===== src/rtl/mips_cpu_mem_ctrl.sv =====
// mips_cpu_mem_ctrl: arbitrates instruction-cache and data-cache misses onto a
// single Avalon-MM master port. Performs one word transfer per request: a read
// refill (strobed back to the requesting cache) or a data write (strobed to the
// data cache on acceptance).
//
// Ports:
//   clk, rst                    clock, asynchronous active-low reset
//   i_addr, i_stall             instruction-cache miss address / request
//   i_data, i_data_valid        refill word and strobe to the instruction cache
//   d_addr, d_read, d_write     data-cache address / read-miss / write request
//   d_byteenable, d_writedata   write lanes and word
//   d_data, d_data_valid        refill word, read-refill or write-done strobe
//   address, read, write,       Avalon master outputs
//   byteenable, writedata
//   waitrequest, readdata       Avalon slave stall and read data (one cycle
//                               after the read is accepted)
module mips_cpu_mem_ctrl #(
  parameter bit DATA_FIRST = 1'b1
) (
  input  logic        clk,
  input  logic        rst,
  input  logic [31:0] i_addr,
  input  logic        i_stall,
  output logic [31:0] i_data,
  output logic        i_data_valid,
  input  logic [31:0] d_addr,
  input  logic        d_read,
  input  logic        d_write,
  input  logic [3:0]  d_byteenable,
  input  logic [31:0] d_writedata,
  output logic [31:0] d_data,
  output logic        d_data_valid,
  output logic [31:0] address,
  output logic        read,
  output logic        write,
  output logic [3:0]  byteenable,
  output logic [31:0] writedata,
  input  logic        waitrequest,
  input  logic [31:0] readdata
);

  typedef enum logic [2:0] {
    StIdle,
    StIReq,
    StIResp,
    StDRReq,
    StDRResp,
    StDWReq
  } state_t;

  state_t      state_q, state_d;
  logic        pend_i_q, pend_i_d;  // instruction side lost arbitration
  logic        pend_d_q, pend_d_d;  // data side lost arbitration
  logic [31:0] address_q;
  logic [3:0]  byteenable_q;
  logic [31:0] writedata_q;

  logic   d_req;
  state_t d_kind;
  logic   pend_go;
  state_t pend_state;
  logic   enter_req;

  // A simultaneous read and write from the data cache is a write.
  assign d_req      = d_read | d_write;
  assign d_kind     = d_write ? StDWReq : StDRReq;
  assign pend_go    = pend_i_q | pend_d_q;
  assign pend_state = pend_i_q ? StIReq : d_kind;
  assign enter_req  = (state_d != state_q) &&
                      ((state_d == StIReq) || (state_d == StDRReq) || (state_d == StDWReq));

  // State register
  always_ff @(posedge clk or negedge rst) begin
    if (!rst) begin
      state_q  <= StIdle;
      pend_i_q <= 1'b0;
      pend_d_q <= 1'b0;
    end else begin
      state_q  <= state_d;
      pend_i_q <= pend_i_d;
      pend_d_q <= pend_d_d;
    end
  end

  // Next-state logic
  always_comb begin
    state_d  = state_q;
    pend_i_d = pend_i_q;
    pend_d_d = pend_d_q;
    unique case (state_q)
      StIdle: begin
        if (pend_go) begin
          // Only reached when a write won; reads hand over straight from RESP.
          state_d  = pend_state;
          pend_i_d = 1'b0;
          pend_d_d = 1'b0;
        end else if (i_stall && d_req) begin
          if (DATA_FIRST) begin
            state_d  = d_kind;
            pend_i_d = 1'b1;
          end else begin
            state_d  = StIReq;
            pend_d_d = 1'b1;
          end
        end else if (d_req) begin
          state_d = d_kind;
        end else if (i_stall) begin
          state_d = StIReq;
        end
      end
      StIReq:  if (!waitrequest) state_d = StIResp;
      StDRReq: if (!waitrequest) state_d = StDRResp;
      StDWReq: if (!waitrequest) state_d = StIdle;
      StIResp, StDRResp: begin
        if (pend_go) begin
          state_d  = pend_state;
          pend_i_d = 1'b0;
          pend_d_d = 1'b0;
        end else begin
          state_d = StIdle;
        end
      end
      default: state_d = StIdle;
    endcase
  end

  // Transaction fields are captured on entry to a request state and held
  // until the next one begins, so they cannot move while waitrequest stalls.
  always_ff @(posedge clk or negedge rst) begin
    if (!rst) begin
      address_q    <= 32'h0;
      byteenable_q <= 4'h0;
      writedata_q  <= 32'h0;
    end else if (enter_req) begin
      writedata_q <= d_writedata;
      if (state_d == StIReq) begin
        address_q    <= i_addr & 32'hFFFF_FFFC;
        byteenable_q <= 4'hF;
      end else if (state_d == StDRReq) begin
        address_q    <= d_addr & 32'hFFFF_FFFC;
        byteenable_q <= 4'hF;
      end else begin
        address_q    <= d_addr & 32'hFFFF_FFFC;
        byteenable_q <= d_byteenable;
      end
    end
  end

  // Outputs
  always_comb begin
    read         = (state_q == StIReq) || (state_q == StDRReq);
    write        = (state_q == StDWReq);
    i_data_valid = (state_q == StIResp);
    // Write-done fires in the acceptance cycle itself.
    d_data_valid = (state_q == StDRResp) || ((state_q == StDWReq) && !waitrequest);
    i_data       = (state_q == StIResp) ? readdata : 32'h0;
    d_data       = (state_q == StDRResp) ? readdata : 32'h0;
    address      = address_q;
    byteenable   = byteenable_q;
    writedata    = writedata_q;
  end

endmodule

===== config.mk =====
export PLATFORM = sky130hd
export DESIGN_NAME = mips_cpu_mem_ctrl
export DESIGN_NICKNAME = d
export VERILOG_FILES = /design/src/rtl/mips_cpu_mem_ctrl.sv
export SDC_FILE = /design/constraint.sdc
export NUM_CORES = 1
export LEC_CHECK = 0
export ABC_AREA = 1
export BUFFER_PORTS_ARGS = -buffer_cell sky130_fd_sc_hd__buf_4
export CORE_MARGIN = 3
export CORE_UTILIZATION = 30
export CTS_BUF_LIST = sky130_fd_sc_hd__clkbuf_16
export DETAILED_ROUTE_END_ITERATION = 12
export GPL_TIMING_DRIVEN = 0
export PLACE_DENSITY_LB_ADDON = 0.15
export SYNTH_ARGS = -nofsm -noshare
export SYNTH_HDL_FRONTEND = slang
export SYNTH_SLANG_ARGS = --single-unit
export TNS_END_PERCENT = 50

===== constraint.sdc =====
create_clock -name clk -period 4.6 [get_ports clk]
set_input_delay 0.23 -clock clk [delete_from_list [all_inputs] [get_ports clk]]
set_output_delay 0.23 -clock clk [all_outputs]
set_load 0.05 [all_outputs]

==> metrics <==
status=complete, no violations; RSZ-0062 raised after global routing=no; GR Util All Layers=roughly a fifth; final hold violations=0; Worst Setup End Kind=primary output; cell count of the worst reg-to-reg path=9; CTS clk-pin slew, worst paths=about 0.060 ns; fin. max-slew vios=0; width of the die=~120 µm; post-synthesis mux area share=0%; Synth Area per Inst=6.66 µm²; CTS Buf Count=9; WP data arrival=just under 2 ns; synthesized area=~0.0038 mm²; Final min period=~2.2 ns; worst hold slack=about 0.023 ns; XOR/XNOR Fraction of Synth Area=0%; Hold WC Path Type=in2async; number of max-cap violations=0; Met1 Wirelength=~5400 µm; FF-to-FF End=address[9]; remaining antenna violation count=0; clock share of power=between 10% and 20%; first-pass GRT wire length=between 20,000 and 25,000 µm; combinational power share=between 60 and 70%; Met3 Wirelength=985 µm; Tcrit/Tclk final=between 40% and 50%; Via-to-Cell Ratio=4.31; vias in the first global route=about 4,300; Storage cell area=0.00175 mm²; FF-to-FF Start=state_q[1]; # hold bufs at CTS=0; Die Y=119 µm; drt first pass iters=4; die area=0.0142 mm²; CTS tree=done; Worst EP required=4.37 ns; area grow syn2layout=66.5%; largest net degree at the start of global routing=approximately 70; diode count=0; RePlAce Congestion=roughly 0.91; CP max FO=10; DR iter-0 viols=between 150 and 200; Max clock buf depth=2; number of I/O port buffers=between 200 and 300; Setup TNS=0 ns; slew of the pin with the lowest slew margin=just under 0.9 ns; clock latency at the later pin of the worst-skew pair=0.33 ns; DRC viols=0; # nets final=between 900 and 1,000; CTS H-tree depth=3; postcts setup bufs=0; top sig layer=met4; part of the power in registers=20.9%; Total Routed Length=approximately 14,000 µm; Clock Skew=~0.010 ns; Lkg Pwr=roughly 4.0 nW; Int Power=between 2 and 2.5 mW; DP HPWL=about 11,000 µm; power density cells=830 mW/mm²; Post-Synth Adder-Cell Area=0%; WL/cell=approximately 14 µm; worst reg-to-reg setup slack=around 2.8 ns; # resized after CTS=0; synth unique cells=17; post-synthesis simple-gate area fraction=a little under two fifths; final setup violation count=0; Worst Setup Path Type=reg2out; FMAX=0.463 GHz; Worst Setup SP=state_q[0]; DR vias=around 4,400; leading area contributor after synthesis=dfrtp_1; Final Core Density=a little over half; metal2 WL=7250 µm; headroom to the max-slew limit=between 40% and 50%; Setup crit start kind=flop; Multi-input gate area=roughly 0.0015 mm²; top cells by area, synth=dfrtp_1, nand2_1, inv_1; sw frac=a little over half; CTS root buf=clkbuf_16; VDD IR-drop max=0.000338 V; Core Region=around 0.012 mm²; grt total ovfl=0; initial core utilization=31.3%; Row Count=40; YS warnings=0; layout cells sized above 1=a little over a third; initial antenna violation count=0; Post-Syn Instances=around 580; post-synthesis sequential area ratio=45.6%; fillcell total=~1,200; CTS sink count=70; Yosys top cell area share=between 40% and 50%; Synth Register Bits=70; Switch Pwr=~2.9 mW; Ports=274; largest family of logic cells by synthesized area=simple AND/OR/NAND/NOR gates; post-synthesis compound-gate area fraction=0.912%
area by class of cell:
cell class | instances | area share [%]
timing repair buffer | 267 | 31.3
clock inverter | 6 | 1.74
clock buffer | 9 | 3.52
inverter | 106 | 6.22
sequential | 70 | 27.4
tap | 168 | 3.29
buffer | 32 | 3.05
multi-input combinational | 370 | 23.5
synth_stat cells:
master and n:
nand2_1 218, inv_1 102, nor2_1 72, dfrtp_1 70, nand3_1 66, buf_2 12
buf_4 8, clkbuf_1 8, o21ai_1 5, buf_6 4, inv_2 4, a21oi_1 2
nand2_2 2, conb_1 1, nor2_2 1, nor2_4 1, nor3_2 1
cells in the final DEF, fill, tap and decap left out, types with 5 or more instances in the layout:
master,netlist,layout
nand2_1,218,218
clkbuf_1,8,8
o21ai_1,5,5
dfrtp_1,70,70
buf_2,12,12
nor2_1,72,72
clkbuf_16,0,9
nand3_1,66,66
inv_1,102,102
buf_4,8,275
worst max path at each step:
| stage | endpoint | cells past startpoint |
|---|---|---|
| 6_report | i_data[17] | 6 |
| 5_1_grt | d_data[12] | 7 |
| 4_1_cts | d_data[12] | 7 |
| 3_5_place_dp | d_data[12] | 7 |
| 3_3_place_gp | d_data[12] | 7 |
| 2_1_floorplan | i_data[10] | 5 |
layer usage:
| layer | GRT usage, % | vias to the layer above |
|---|---|---|
| met5 | 0 | - |
| met4 | 5.58 | 0 |
| met3 | 4.94 | 18 |
| met2 | 34.4 | 176 |
| met1 | 21.8 | 1994 |
| li1 | - | 2238 |
per-stage QoR:
step | area [µm²] | worst slack (ns) | instances | power (mW)
4_1_cts | 6400 | 2.43 | 1028 | 5.37
5_1_grt | 6400 | 2.32 | 1028 | 5.64
3_3_place_gp | 6060 | 2.80 | 1013 | 4.52
3_5_place_dp | 6060 | 2.79 | 1013 | 4.57
2_1_floorplan | 3850 | 2.03 | 578 | 3.45
6_report | 6400 | 2.44 | 1028 | 5.31
kinds of logic (layout without fill, tap and decap cells):
kind of cell	after synthesis	count (layout)
other cells	1	2
compound gates	7	7
simple gates	361	361
buf+inv	138	420
flops	70	70
registers in the layout (all words and copies together) (netlist names):
register and cells:
pend_i_q 1, byteenable 4, address 30, state_q 3, writedata 32
power groups by stage:
stage          Clock, mW  Sequential [mW]  Combinational [mW]
2_1_floorplan          0             2.09                1.36
3_3_place_gp           0             1.10                3.42
3_5_place_dp           0             1.11                3.46
4_1_cts            0.804             1.11                3.46
5_1_grt            0.829             1.14                3.67
6_report           0.786             1.11                3.42
worst max-delay path, stage by stage (launching register included):
cell and delay (ns):
dfrtp_1 0.35, buf_2 0.17, nor3_2 0.29, inv_1 0.14
clkbuf_1 0.27, nor2_1 0.17, buf_4 0.22
No activity file was read; power rests on OpenSTA's default activity.
